--- config.mk ---
export PLATFORM = sky130hd
export DESIGN_NAME = writeback_sched
export DESIGN_NICKNAME = d
export VERILOG_FILES = /design/src/rtl/writeback_sched.sv
export SDC_FILE = /design/constraint.sdc
export NUM_CORES = 1
export LEC_CHECK = 0
export BUFFER_PORTS_ARGS = -buffer_cell sky130_fd_sc_hd__buf_2
export CELL_PAD_IN_SITES_DETAIL_PLACEMENT = 0
export CELL_PAD_IN_SITES_GLOBAL_PLACEMENT = 1
export CORE_ASPECT_RATIO = 1.4
export CORE_MARGIN = 1.5
export CORE_UTILIZATION = 36
export CTS_CLUSTER_DIAMETER = 40
export DETAILED_ROUTE_END_ITERATION = 8
export MAX_ROUTING_LAYER = met4
export PLACE_DENSITY_LB_ADDON = 0.1
export SLEW_MARGIN = 20
export SYNTH_ARGS = -nofsm -noshare
export SYNTH_HDL_FRONTEND = slang
export SYNTH_SLANG_ARGS = --single-unit
--- constraint.sdc ---
create_clock -name clk -period 3.2 [get_ports clk]
set_clock_uncertainty 0.15 [all_clocks]
set_input_delay 0.48 -clock clk [delete_from_list [all_inputs] [get_ports clk]]
set_output_delay 0.48 -clock clk [all_outputs]
set_load 0.05 [all_outputs]
--- src/rtl/writeback_sched.sv ---
// Writeback scheduler: tracks in-flight register writes in NSLOT tagged slots,
// blocks WAW hazards at issue and retires the lowest filled slot each cycle.
module writeback_sched #(
   parameter int NSLOT = 4
) (
   input  logic        clk,
   input  logic        rst,
   input  logic        issue_valid,
   input  logic [1:0]  issue_rw,
   input  logic [4:0]  issue_rd,
   output logic        issue_ready,
   output logic [1:0]  issue_tag,
   input  logic        res_valid,
   input  logic [1:0]  res_tag,
   input  logic [31:0] res_data,
   output logic [1:0]  rwout,
   output logic [4:0]  rdout,
   output logic [31:0] dtowrite,
   input  logic [5:0]  q_rs,
   input  logic [5:0]  q_rt,
   output logic        stall_s,
   output logic        stall_t,
   output logic [2:0]  inflight,
   output logic        err
);

   logic [NSLOT-1:0] alloc_reg;
   logic [NSLOT-1:0] filled_reg;
   logic [NSLOT-1:0] cls_reg;
   logic [4:0]       rd_reg   [NSLOT];
   logic [31:0]      data_reg [NSLOT];

   logic [1:0]  rwout_reg;
   logic [4:0]  rdout_reg;
   logic [31:0] dtowrite_reg;
   logic [2:0]  inflight_reg;
   logic        err_reg;

   logic [NSLOT-1:0] waw_hit, s_hit, t_hit, res_hit, alloc_sel, ret_sel;
   logic             is_write, free_found, ret_found, issue_acc, res_ok;
   logic [1:0]       free_idx, ret_idx;

   assign is_write = (issue_rw == 2'b01) || (issue_rw == 2'b10);

   // Per-slot match vectors; every decision uses registered slot state only.
   genvar gi;
   generate
      for (gi = 0; gi < NSLOT; gi++) begin : g_slot
         assign waw_hit[gi]   = alloc_reg[gi] && ({cls_reg[gi], rd_reg[gi]} == {issue_rw[1], issue_rd});
         assign s_hit[gi]     = alloc_reg[gi] && ({cls_reg[gi], rd_reg[gi]} == q_rs);
         assign t_hit[gi]     = alloc_reg[gi] && ({cls_reg[gi], rd_reg[gi]} == q_rt);
         assign res_hit[gi]   = res_valid && (res_tag == 2'(gi));
         assign alloc_sel[gi] = issue_acc && (free_idx == 2'(gi));
         assign ret_sel[gi]   = ret_found && (ret_idx == 2'(gi));
      end
   endgenerate

   // Lowest-index free slot and lowest-index filled slot.
   always_comb begin
      free_found = 1'b0;
      free_idx   = '0;
      ret_found  = 1'b0;
      ret_idx    = '0;
      for (int i = NSLOT - 1; i >= 0; i--) begin
         if (!alloc_reg[i]) begin
            free_found = 1'b1;
            free_idx   = 2'(i);
         end
         if (filled_reg[i]) begin
            ret_found = 1'b1;
            ret_idx   = 2'(i);
         end
      end
   end

   assign issue_ready = !is_write || (free_found && !(|waw_hit));
   assign issue_tag   = free_idx;
   assign issue_acc   = issue_valid && is_write && issue_ready;
   assign res_ok      = |(res_hit & alloc_reg & ~filled_reg);
   assign stall_s     = |s_hit;
   assign stall_t     = |t_hit;

   always_ff @(posedge clk) begin
      if (rst) begin
         alloc_reg    <= '0;
         filled_reg   <= '0;
         cls_reg      <= '0;
         for (int i = 0; i < NSLOT; i++) begin
            rd_reg[i]   <= '0;
            data_reg[i] <= '0;
         end
         rwout_reg    <= 2'b00;
         rdout_reg    <= '0;
         dtowrite_reg <= '0;
         inflight_reg <= '0;
         err_reg      <= 1'b0;
      end else begin
         // Allocation, capture and retire always target distinct slots.
         for (int i = 0; i < NSLOT; i++) begin
            if (alloc_sel[i]) begin
               alloc_reg[i]  <= 1'b1;
               filled_reg[i] <= 1'b0;
               cls_reg[i]    <= issue_rw[1];
               rd_reg[i]     <= issue_rd;
            end
            if (res_hit[i] && alloc_reg[i] && !filled_reg[i]) begin
               filled_reg[i] <= 1'b1;
               data_reg[i]   <= res_data;
            end
            if (ret_sel[i]) begin
               alloc_reg[i]  <= 1'b0;
               filled_reg[i] <= 1'b0;
            end
         end
         if (ret_found) begin
            rwout_reg    <= cls_reg[ret_idx] ? 2'b10 : 2'b01;
            rdout_reg    <= rd_reg[ret_idx];
            dtowrite_reg <= data_reg[ret_idx];
         end else begin
            rwout_reg    <= 2'b00;
         end
         inflight_reg <= inflight_reg + 3'(issue_acc) - 3'(ret_found);
         if (res_valid && !res_ok) begin
            err_reg <= 1'b1;
         end
      end
   end

   assign rwout    = rwout_reg;
   assign rdout    = rdout_reg;
   assign dtowrite = dtowrite_reg;
   assign inflight = inflight_reg;
   assign err      = err_reg;

endmodule
==> results.tsv <==
metric	value	unit
io_buffers	104	
power.density	570	mW/mm²
wl	24900	µm
yosysWarnings	0	
hold_slack	0.0998	ns
fin_cells	1195	
synth_fa_ha_area_share	0.492	%
rsz0062_at_grt	no	
maxCapViolations	0	
reg2reg_depth	12	
synthArstFlopShare	0	%
rows	68	
p_sw_share	24.0	%
place_congestion	0.924	
worst_slack	0.295	ns
path_max_fanout	4	
p_comb_share	6.2	%
hp-class	in2reg	
cts_root_buf	clkbuf_16	
drtAntennaViolNets	0	
synth_top_family_by_area	simple AND/OR/NAND/NOR gates	
fin_nets	917	
clock_latency	0.53	ns
drtPass1Iterations	4	
cp.arrival	2.28	ns
drt_iter0_drc	327	
power.total	6.26	mW
fin_crit_sh	90.8	%
postLayoutCellArea	0.0110	mm²
chipHeight	192	µm
slew_viol_final	0	
crit_path_start_kind	register	
fmax	344	MHz
dieArea	0.0264	mm²
critical_path_class	reg2out	
synth_seq_cells	203	
p_clk_share	46.4	%
netlist_instances	762	
clock_path_buffers	3	
wl_per_cell	20.9	µm
largest_reg_flops	128	
setup.worst_path.end_class	output port	
synthToLayoutAreaGrowth	19.9	%
cts_tree	built	
syn-num-nets	822	
vias	6263	
grtUsageTotal	19.8	%
synth_xor_area_share	7.25	%
placed_area	0.0101	mm²
finalHoldViolations	0	
synth_edf_count	148	
grt_pass1_wl	38100	µm
seq_area_frac_synth	60.5	%
start_util	36.9	%
drive_above_1_share	22.8	%
worst-slew-pin-transition	1.10	ns
syn_area	0.00916	mm²
fin_crit	2.91	ns
setup_viol	0	
hpwl	15200	µm
vdd_ir_drop_max	0.371	mV
slew_headroom	26.7	%
core	0.0248	mm²
hold_depth	2	
final_util	44.2	%
drc_errors	0	
viasPerCell	5.24	
muxShareOfSynthArea	0.437	%
clock_sinks	203	
htree_levels	1	
p_seq_share	47.3	%
die_x	138	µm
netlist-cell-type-count	48	
p_sw	1.50	mW
setup_tns	0	ns
hold_buffers	0	
grt_pass1_vias	6619	
pre_cts_ws	0.0153	ns
power.leakage	4.26	nW
power.internal	4.76	mW
grt_max_degree	52	
synth-main-ff-cell	edfxtp_1	
antenna_found_initial	1	
cts.clk_slew.worst_paths	0.06	ns
status	finished, final reports clean	
fillerInstances	2362	
yosys.area_share.simple	19.3	%
avgSynthCellArea	12.0	µm²
overflow	0	
cts_made_buffers	27	
synth_compound_area_share	8.81	%
worstPathRequired	2.57	ns
io_pins	105	
place_inst	1143	
[logic make-up after synthesis]
group | count (synthesis)
fa+ha+maj | 3
xor+xnor | 75
compound gates | 89
mux | 4
buf+inv | 71
simple gates | 317
flops | 203
[path summary, 6_finish.rpt]
path | from | to | slack (ns)
min | res_data[14] | data_reg[0][14] | 0.1
max reg2reg | rd_reg[0][2] | inflight[2] | 0.37
min reg2reg | dtowrite[25] | dtowrite[25] | 0.34
max | rd_reg[0][2] | issue_ready | 0.29
[cell type report]
cell class              count  area (µm²)  area share [%]
well taps                 315         394            3.59
inverters                   6        22.5           0.205
clock buffers              31         711            6.47
multi-input cells         488        3380            30.8
diodes                      2        5.00          0.0456
flip-flops and latches    203        5550            50.5
clock inverters            19         174            1.58
repair buffers            131         748            6.81
[Yosys cell counts, types with 4 or more instances]
master / instances / area share (%)
nor2_1: 66 / 2.7
edfxtp_1: 148 / 49
xor2_1: 31 / 3.0
mux2i_1: 4 / 0.44
clkbuf_1: 54 / 2.2
nand2b_1: 13 / 0.89
and2_1: 133 / 9.1
nor3_1: 46 / 2.5
inv_1: 4 / 0.16
nand3_1: 4 / 0.22
nor4_1: 10 / 0.68
a221o_1: 37 / 4.0
a221oi_1: 37 / 3.5
buf_2: 6 / 0.33
dfxtp_1: 55 / 12
nor2b_1: 4 / 0.27
nand4_1: 14 / 0.96
or2_2: 5 / 0.34
nand2_1: 10 / 0.41
xnor2_1: 43 / 4.1
[critical path, stage by stage, from the launching register on]
cell and delay, ns:
edfxtp_1 0.51, xnor2_1 0.18, nand4_1 0.14, o22ai_1 0.14
buf_4 0.18, o41ai_2 0.30, buf_2 0.31
[power by group through the flow]
| stage | clock network (mW) | logic, mW | registers [mW] |
|---|---|---|---|
| after floorplan | 0 | 0.203 | 3.05 |
| after global placement | 0 | 0.393 | 3.02 |
| after detailed placement | 0 | 0.396 | 3.02 |
| after CTS | 2.96 | 0.397 | 2.96 |
| after global routing | 3.09 | 0.427 | 2.97 |
| final | 2.91 | 0.391 | 2.96 |
[per-layer routing]
metal  vias up  part of all wire [%]  global-route usage (%)
met2       181                    51                    35.0
met5         -                     0                       -
li1       2972                     -                       -
met4         0                   3.1                    6.41
met1      3066                    41                    23.1
met3        44                   5.0                    2.88
[cell usage in the layout (no fill, tap or decap), types with 3 or more instances in the layout]
cell type   count
clkbuf_16      27
edfxtp_1      148
buf_4          25
nor4_2          3
nor4_1          8
nand2_1        10
a221oi_1       37
buf_2         104
mux2i_1         4
inv_6           3
nand4_1        14
xor2_1         31
nand2b_1       12
nor2_1         65
clkinv_2        5
a221o_1        37
nor3_1         44
nand3_1         4
clkinvlp_4      3
xnor2_1        43
or2_2           5
and2_1        133
dfxtp_1        55
inv_1           4
[what timing repair did]
action                                  in CTS  in global routing
resized for setup                            0                  1
buffers inserted                             0                  0
endpoints found under the setup margin       0                  1
(Power assumes the default switching activity.)
